**src/rtl/ft601_emu_pkg.sv**
```systemverilog
// Shared types and widths for the FT601 chip-side emulator.
package ft601_emu_pkg;

   localparam int FT601_DATA_W = 32;
   localparam int FT601_BE_W   = 4;

   typedef enum logic [1:0] {
      S_IDLE   = 2'd0,
      S_RD_ARM = 2'd1,
      S_RD     = 2'd2,
      S_WR     = 2'd3
   } ft601_emu_state_t;

endpackage

```
**src/rtl/ft601_emu_fifo.sv**
```systemverilog
// Synchronous FIFO with occupancy count; a pop frees room for a same-cycle push when full.
module ft601_emu_fifo #(
   parameter int WIDTH = 32,
   parameter int DEPTH = 16
) (
   input  logic                     clk,
   input  logic                     rst,
   input  logic                     push,
   input  logic [WIDTH-1:0]         wdata,
   input  logic                     pop,
   output logic [WIDTH-1:0]         rdata,
   output logic [$clog2(DEPTH):0]   count,
   output logic                     full,
   output logic                     empty
);

   localparam int AW = $clog2(DEPTH);
   localparam logic [AW:0] FULL_CNT = (AW+1)'(DEPTH);

   logic [WIDTH-1:0] mem [DEPTH];
   logic [AW-1:0]    wr_ptr;
   logic [AW-1:0]    rd_ptr;
   logic             push_ok;
   logic             pop_ok;

   assign empty   = (count == '0);
   assign full    = (count == FULL_CNT);
   assign pop_ok  = pop & ~empty;
   assign push_ok = push & (~full | pop_ok);
   assign rdata   = mem[rd_ptr];

   always_ff @(posedge clk) begin
      if (rst) begin
         wr_ptr <= '0;
         rd_ptr <= '0;
         count  <= '0;
      end else begin
         if (push_ok) wr_ptr <= wr_ptr + AW'(1);
         if (pop_ok)  rd_ptr <= rd_ptr + AW'(1);
         case ({push_ok, pop_ok})
            2'b10:   count <= count + (AW+1)'(1);
            2'b01:   count <= count - (AW+1)'(1);
            default: count <= count;
         endcase
      end
   end

   // Storage carries no reset; the pointers define what is valid.
   always_ff @(posedge clk) begin
      if (push_ok) mem[wr_ptr] <= wdata;
   end

endmodule

```
**src/rtl/ft601_emulator.sv**
```systemverilog
// Chip-side model of the FT601 245-synchronous FIFO bus, with a host-facing stimulus port.
module ft601_emulator
   import ft601_emu_pkg::*;
#(
   parameter int DATA_W   = FT601_DATA_W,
   parameter int BE_W     = FT601_BE_W,
   parameter int RX_DEPTH = 16,
   parameter int TX_DEPTH = 16,
   parameter int CNT_W    = 16
) (
   input  logic              clk,
   input  logic              rst,
   input  logic              usb_rst_l,
   input  logic              usb_wren_l,
   input  logic              usb_rden_l,
   input  logic              usb_outen_l,
   input  logic [DATA_W-1:0] usb_data_i,
   input  logic [BE_W-1:0]   be_i,
   output logic [DATA_W-1:0] usb_data_o,
   output logic [BE_W-1:0]   be_o,
   output logic              usb_data_oe,
   output logic              usb_rx_empty,
   output logic              usb_tx_full,
   input  logic [DATA_W-1:0] host_in_data,
   input  logic              host_in_valid,
   output logic              host_in_ready,
   output logic [DATA_W-1:0] host_out_data,
   output logic [BE_W-1:0]   host_out_be,
   output logic              host_out_valid,
   input  logic              host_out_ready,
   output logic [CNT_W-1:0]  wr_count,
   output logic [CNT_W-1:0]  rd_count,
   output logic              overflow_err,
   output logic [CNT_W-1:0]  underrun_cnt,
   output logic              proto_err
);

   localparam int RXC_W = $clog2(RX_DEPTH) + 1;
   localparam int TXC_W = $clog2(TX_DEPTH) + 1;

   function automatic logic [CNT_W-1:0] sat_inc(input logic [CNT_W-1:0] v);
      return (&v) ? v : v + CNT_W'(1);
   endfunction

   ft601_emu_state_t        state;
   ft601_emu_state_t        state_nxt;
   logic                    flush;
   logic                    rx_pop, rx_push, rx_full, rx_empty;
   logic [RXC_W-1:0]        rx_count;
   logic [DATA_W-1:0]       rx_rdata;
   logic                    tx_push, tx_full, tx_empty, tx_accept;
   logic [TXC_W-1:0]        tx_count;
   logic [BE_W+DATA_W-1:0]  tx_rdata;
   logic                    rd_req, underrun_hit, overflow_hit, proto_hit;

   assign flush   = rst | ~usb_rst_l;
   assign rd_req  = (state == S_RD) & ~usb_rden_l & ~usb_outen_l;
   assign rx_pop  = rd_req & ~rx_empty;
   assign rx_push = host_in_valid & host_in_ready;
   assign tx_push = (state == S_WR) & ~usb_wren_l;

   // A full TX buffer still takes the write if the host drains a word on the same edge.
   assign tx_accept    = tx_push & (~tx_full | host_out_ready);
   assign overflow_hit = tx_push & ~tx_accept;
   assign underrun_hit = (state == S_RD) & ~usb_rden_l & rx_empty;
   assign proto_hit    = ((state == S_IDLE) & ((~usb_wren_l & ~usb_outen_l) | ~usb_rden_l))
                       | ((state == S_RD) & ~usb_wren_l)
                       | ((state == S_WR) & ~usb_rden_l);

   ft601_emu_fifo #(.WIDTH(DATA_W), .DEPTH(RX_DEPTH)) u_rx (
      .clk(clk), .rst(flush), .push(rx_push), .wdata(host_in_data), .pop(rx_pop),
      .rdata(rx_rdata), .count(rx_count), .full(rx_full), .empty(rx_empty)
   );

   ft601_emu_fifo #(.WIDTH(BE_W + DATA_W), .DEPTH(TX_DEPTH)) u_tx (
      .clk(clk), .rst(flush), .push(tx_push), .wdata({be_i, usb_data_i}), .pop(host_out_ready),
      .rdata(tx_rdata), .count(tx_count), .full(tx_full), .empty(tx_empty)
   );

   assign host_in_ready  = ~rx_full;
   assign host_out_valid = ~tx_empty;
   assign host_out_data  = tx_rdata[DATA_W-1:0];
   assign host_out_be    = tx_rdata[BE_W+DATA_W-1:DATA_W];
   assign usb_rx_empty   = (rx_count == '0);
   assign usb_tx_full    = (tx_count == TXC_W'(TX_DEPTH));
   assign usb_data_oe    = (state == S_RD_ARM) | (state == S_RD);
   assign usb_data_o     = usb_data_oe ? rx_rdata : '0;
   assign be_o           = (usb_data_oe & ~rx_empty) ? '1 : '0;

   always_comb begin
      state_nxt = state;
      case (state)
         S_IDLE: begin
            if (~usb_outen_l & usb_wren_l)      state_nxt = S_RD_ARM;
            else if (~usb_wren_l & usb_outen_l) state_nxt = S_WR;
         end
         S_RD_ARM: begin
            if (usb_outen_l)      state_nxt = S_IDLE;
            else if (~usb_rden_l) state_nxt = S_RD;
         end
         S_RD: begin
            if (usb_outen_l) state_nxt = S_IDLE;
         end
         S_WR: begin
            if (usb_wren_l) state_nxt = usb_outen_l ? S_IDLE : S_RD_ARM;
         end
         default: state_nxt = S_IDLE;
      endcase
   end

   always_ff @(posedge clk) begin
      if (flush) begin
         state        <= S_IDLE;
         wr_count     <= '0;
         rd_count     <= '0;
         underrun_cnt <= '0;
         overflow_err <= 1'b0;
         proto_err    <= 1'b0;
      end else begin
         state <= state_nxt;
         if (tx_accept)    wr_count     <= sat_inc(wr_count);
         if (rx_pop)       rd_count     <= sat_inc(rd_count);
         if (underrun_hit) underrun_cnt <= sat_inc(underrun_cnt);
         if (overflow_hit) overflow_err <= 1'b1;
         if (proto_hit)    proto_err    <= 1'b1;
      end
   end

endmodule
```
**config.mk**
```make
export PLATFORM = sky130hd
export DESIGN_NAME = ft601_emulator
export DESIGN_NICKNAME = d
export VERILOG_FILES = /design/src/rtl/ft601_emu_pkg.sv /design/src/rtl/ft601_emu_fifo.sv /design/src/rtl/ft601_emulator.sv
export SDC_FILE = /design/constraint.sdc
export NUM_CORES = 1
export LEC_CHECK = 0
export CAP_MARGIN = 20
export CELL_PAD_IN_SITES_DETAIL_PLACEMENT = 0
export CELL_PAD_IN_SITES_GLOBAL_PLACEMENT = 1
export CORE_MARGIN = 1
export CORE_UTILIZATION = 47
export CTS_BUF_LIST = sky130_fd_sc_hd__clkbuf_2 sky130_fd_sc_hd__clkbuf_4 sky130_fd_sc_hd__clkbuf_8
export DETAILED_ROUTE_END_ITERATION = 8
export PLACE_DENSITY = 0.73
export RECOVER_POWER = 50
export SLEW_MARGIN = 40
export SYNTH_ARGS = -nofsm -noshare
export SYNTH_HDL_FRONTEND = slang
export SYNTH_SLANG_ARGS = --single-unit
```
**constraint.sdc**
```tcl
create_clock -name clk -period 9.25 [get_ports clk]
set_input_delay 0.925 -clock clk [delete_from_list [all_inputs] [get_ports clk]]
set_output_delay 0.925 -clock clk [all_outputs]
set_load 0.05 [all_outputs]
```
==> metrics.txt <==
status finished with violations; failing checks capacitance limit, slew limit; synthesized area 45,420 um^2; setup slack after layout 4.142 ns; Clk Latency, worst-skew pair 0.84 ns; Net Switching 2.228 mW; critical path, cell by cell buf_12, buf_12, buf_4, mux4_2, mux2i_1, o22ai_1, clkdlybuf4s50_1; CP required 8.33 ns; gr usage total 20.12%; initial antenna violation count 21; crit path DAT 4.18 ns; crit-path max cell delay 0.90 ns; antenna-violating nets left 0; Slew @ Worst Pin 3.390 ns; Ys Warns 0; Setup Fix Bufs, Post-CTS 0; CTS Hold Buffers Added 0; DR WL/cell 25.14 um; largest net degree at the start of global routing 77; Crit path max-delay family buffers and inverters; power per cell area 198.0 nW/um^2; final WL 97.70 mm; crit share post-route 55.22%; Die H 312.9 um; fin area 52,990 um^2; Buf/Inv on CP 4; number of top-level pins 203; Starting Density 47.66%; peak supply drop 146.2 uV; vias in the first global route 23,100; overall die width 312.9 um; First-pass DRT Iterations 5; count of final setup violators 0; asr flop ratio synth 0%; TritonCTS Buffers 187; Most Frequent Cell on Critical Path buf_12; max-cap viol count 1; EDFF count, synth 1,088; nets 2,560; RSZ-0062 raised after global routing no; Core ar. 95,290 um^2; Die Footprint 97,880 um^2; Final Hold Fails 0; residual DRC count 0; Leak 16.12 nW; crit path time final 5.108 ns; clock sink total 1,174; clk root buf clkbuf_8; layout cells sized above 1 26.71%; syn_area_per_cell 21.36 um^2; DP Area 49,270 um^2; area grow syn2layout 16.66%; Peak Freq 195.8 MHz; total number of vias 22,020; register share of total power 55.5%; Resized cells post-CTS 0; port bufs 202; Crit Path Max Fanout 56; Pins Over Slew Limit 73; Rows 113; combinational power share 2.7%; Critical Path Source Type register; Setup Crit Path Kind register to output port; Post-DP HPWL 49.25 mm; crit end category output port; GP Congestion 0.7543; DR vias/cell 5.667; Mapped Nets 2,227; Cell variety after synth 67; min-delay worst type register to register; Slew HR -126.0%; switching power share of the total 21.24%; prevailing post-synth register cell edfxtp_1; clock slew at reported path FFs 0.06 ns; first-pass GRT wire length 145.1 mm; depth of the CTS H-tree 4; setup TNS 0 ns; TritonCTS clock tree built; Clock Skews 0.04028 ns; sequential area share after synthesis 75.72%; clock share of power 41.8%; cells after synthesis 2,126; clk buf depth 3; Synth Register Bits 1,174; grt ovf 0; P_int 8.265 mW; slowest CP cell clkdlybuf4s50_1; DRT iter0 DRCs 1,845; DP Worst Slack 4.647 ns
## final timing paths
kind / endpoint / slack (ns) / depth (start not counted) / start
worst max register to register: u_tx.mem[14][30]$_DFFE_PP_ / 5.39 / 6 / state[1]$_SDFFE_PP0P_
worst min-delay path: overflow_err$_SDFFE_PP0P_ / 0.47 / 2 / overflow_err$_SDFFE_PP0P_
worst max-delay path: usb_data_o[3] / 4.14 / 7 / register
worst min register to register: overflow_err$_SDFFE_PP0P_ / 0.47 / 2 / overflow_err$_SDFFE_PP0P_
## worst min-delay path, stage by stage (launching register included)
cell and delay, ns:
dfxtp_1 0.33, a31oi_1 0.04, nor2_1 0.07
## cell families after synthesis
group                    count (synthesis)  share of synthesized area [%]
buffers and inverters                  132                          1.286
multiplexers                           378                          16.81
AND/OR/NAND/NOR                        254                          2.832
AO/OA/AOI/OAI                          116                          1.733
adder cells (fa/ha/maj)                 25                         0.7052
flip-flops                            1174                          75.72
XOR/XNOR                                47                         0.9063
## state kept, by name, indices dropped and copies added (netlist names), 4 cells and up, named ones only
signal        flops
rd_count         16
u_rx.count        5
u_rx.mem        512
u_rx.rd_ptr       4
u_rx.wr_ptr       4
u_tx.count        5
u_tx.mem        576
u_tx.rd_ptr       4
u_tx.wr_ptr       4
underrun_cnt     16
wr_count         16
## cell usage after synthesis, drive strengths merged (5+ instances only)
cell       n  area [um^2]
or3       10        62.56
ha        24        300.3
mux2i     70        700.7
inv       23        86.33
or4        6        52.55
o22ai     34        212.7
nand3     20        100.1
nand2b    12        75.07
nand4     19        118.9
nor4      11        96.34
nor2b      6        37.54
xor2      21        183.9
o211ai     6        60.06
mux4     308         6937
a211oi     5        37.54
nor2      88        330.3
xnor2     26        227.7
clkbuf    52        196.4
and3       7        43.79
nor3      20        105.1
a21oi     24        123.9
buf       57        301.5
o21a       6        45.04
dfxtp     86         1722
nand2     41        153.9
o21ai     12        63.81
edfxtp  1088        32670
## layout by cell type (no fill, tap or decap), drive strengths merged, types with 21 or more instances in the layout
cell           instances
mux2i                 70
ha                    24
dlygate4sd3           70
a21oi                 24
clkinv                76
xnor2                 26
xor2                  21
o22ai                 34
mux4                 308
edfxtp              1088
inv                   33
nand2                 41
buf                   48
clkbuf               252
dfxtp                 86
nor2                  88
clkdlybuf4s50        132
## stage by stage
| step | power [mW] | utilization [%] | cells | hold slack (ns) |
|---|---|---|---|---|
| floorplan | 6.065 | - | 2126 | 0.4591 |
| global placement | 6.213 | 51.56 | 3529 | 0.4546 |
| detailed placement | 6.225 | 51.70 | 3534 | 0.4651 |
| CTS | 10.61 | 55.63 | 3877 | 0.4784 |
| global route | 10.84 | 55.60 | 3885 | 0.5076 |
| finish | 10.49 | 55.61 | 3886 | 0.4735 |
## power groups by stage
stage | Sequential, mW | Clock [mW] | Combinational [mW]
2_1_floorplan | 5.93 | 0 | 0.132
3_3_place_gp | 5.93 | 0 | 0.284
3_5_place_dp | 5.93 | 0 | 0.294
4_1_cts | 5.82 | 4.50 | 0.295
5_1_grt | 5.82 | 4.72 | 0.305
6_report | 5.82 | 4.39 | 0.287
## cell type report
| class | instances | area [um^2] |
|---|---|---|
| Antenna cell | 8 | 20.02 |
| Tap cell | 1265 | 1583 |
| Sequential cell | 1174 | 34410 |
| Fill cell | 7186 | 42310 |
| Inverter | 23 | 86.33 |
| Clock buffer | 249 | 3102 |
| Clock inverter | 94 | 644.4 |
| Multi-Input combinational cell | 820 | 10620 |
| Timing Repair Buffer | 253 | 2516 |
## routing by layer
metal  global-route usage, %  wire [um]  vias up
met5                       0        111        -
met4                   6.596       2029       18
met3                   5.161       6213      164
met2                   34.38      50610      655
met1                   25.08      38730    11590
li1                        -          -     9596
Power figures use the tool's default switching activity.
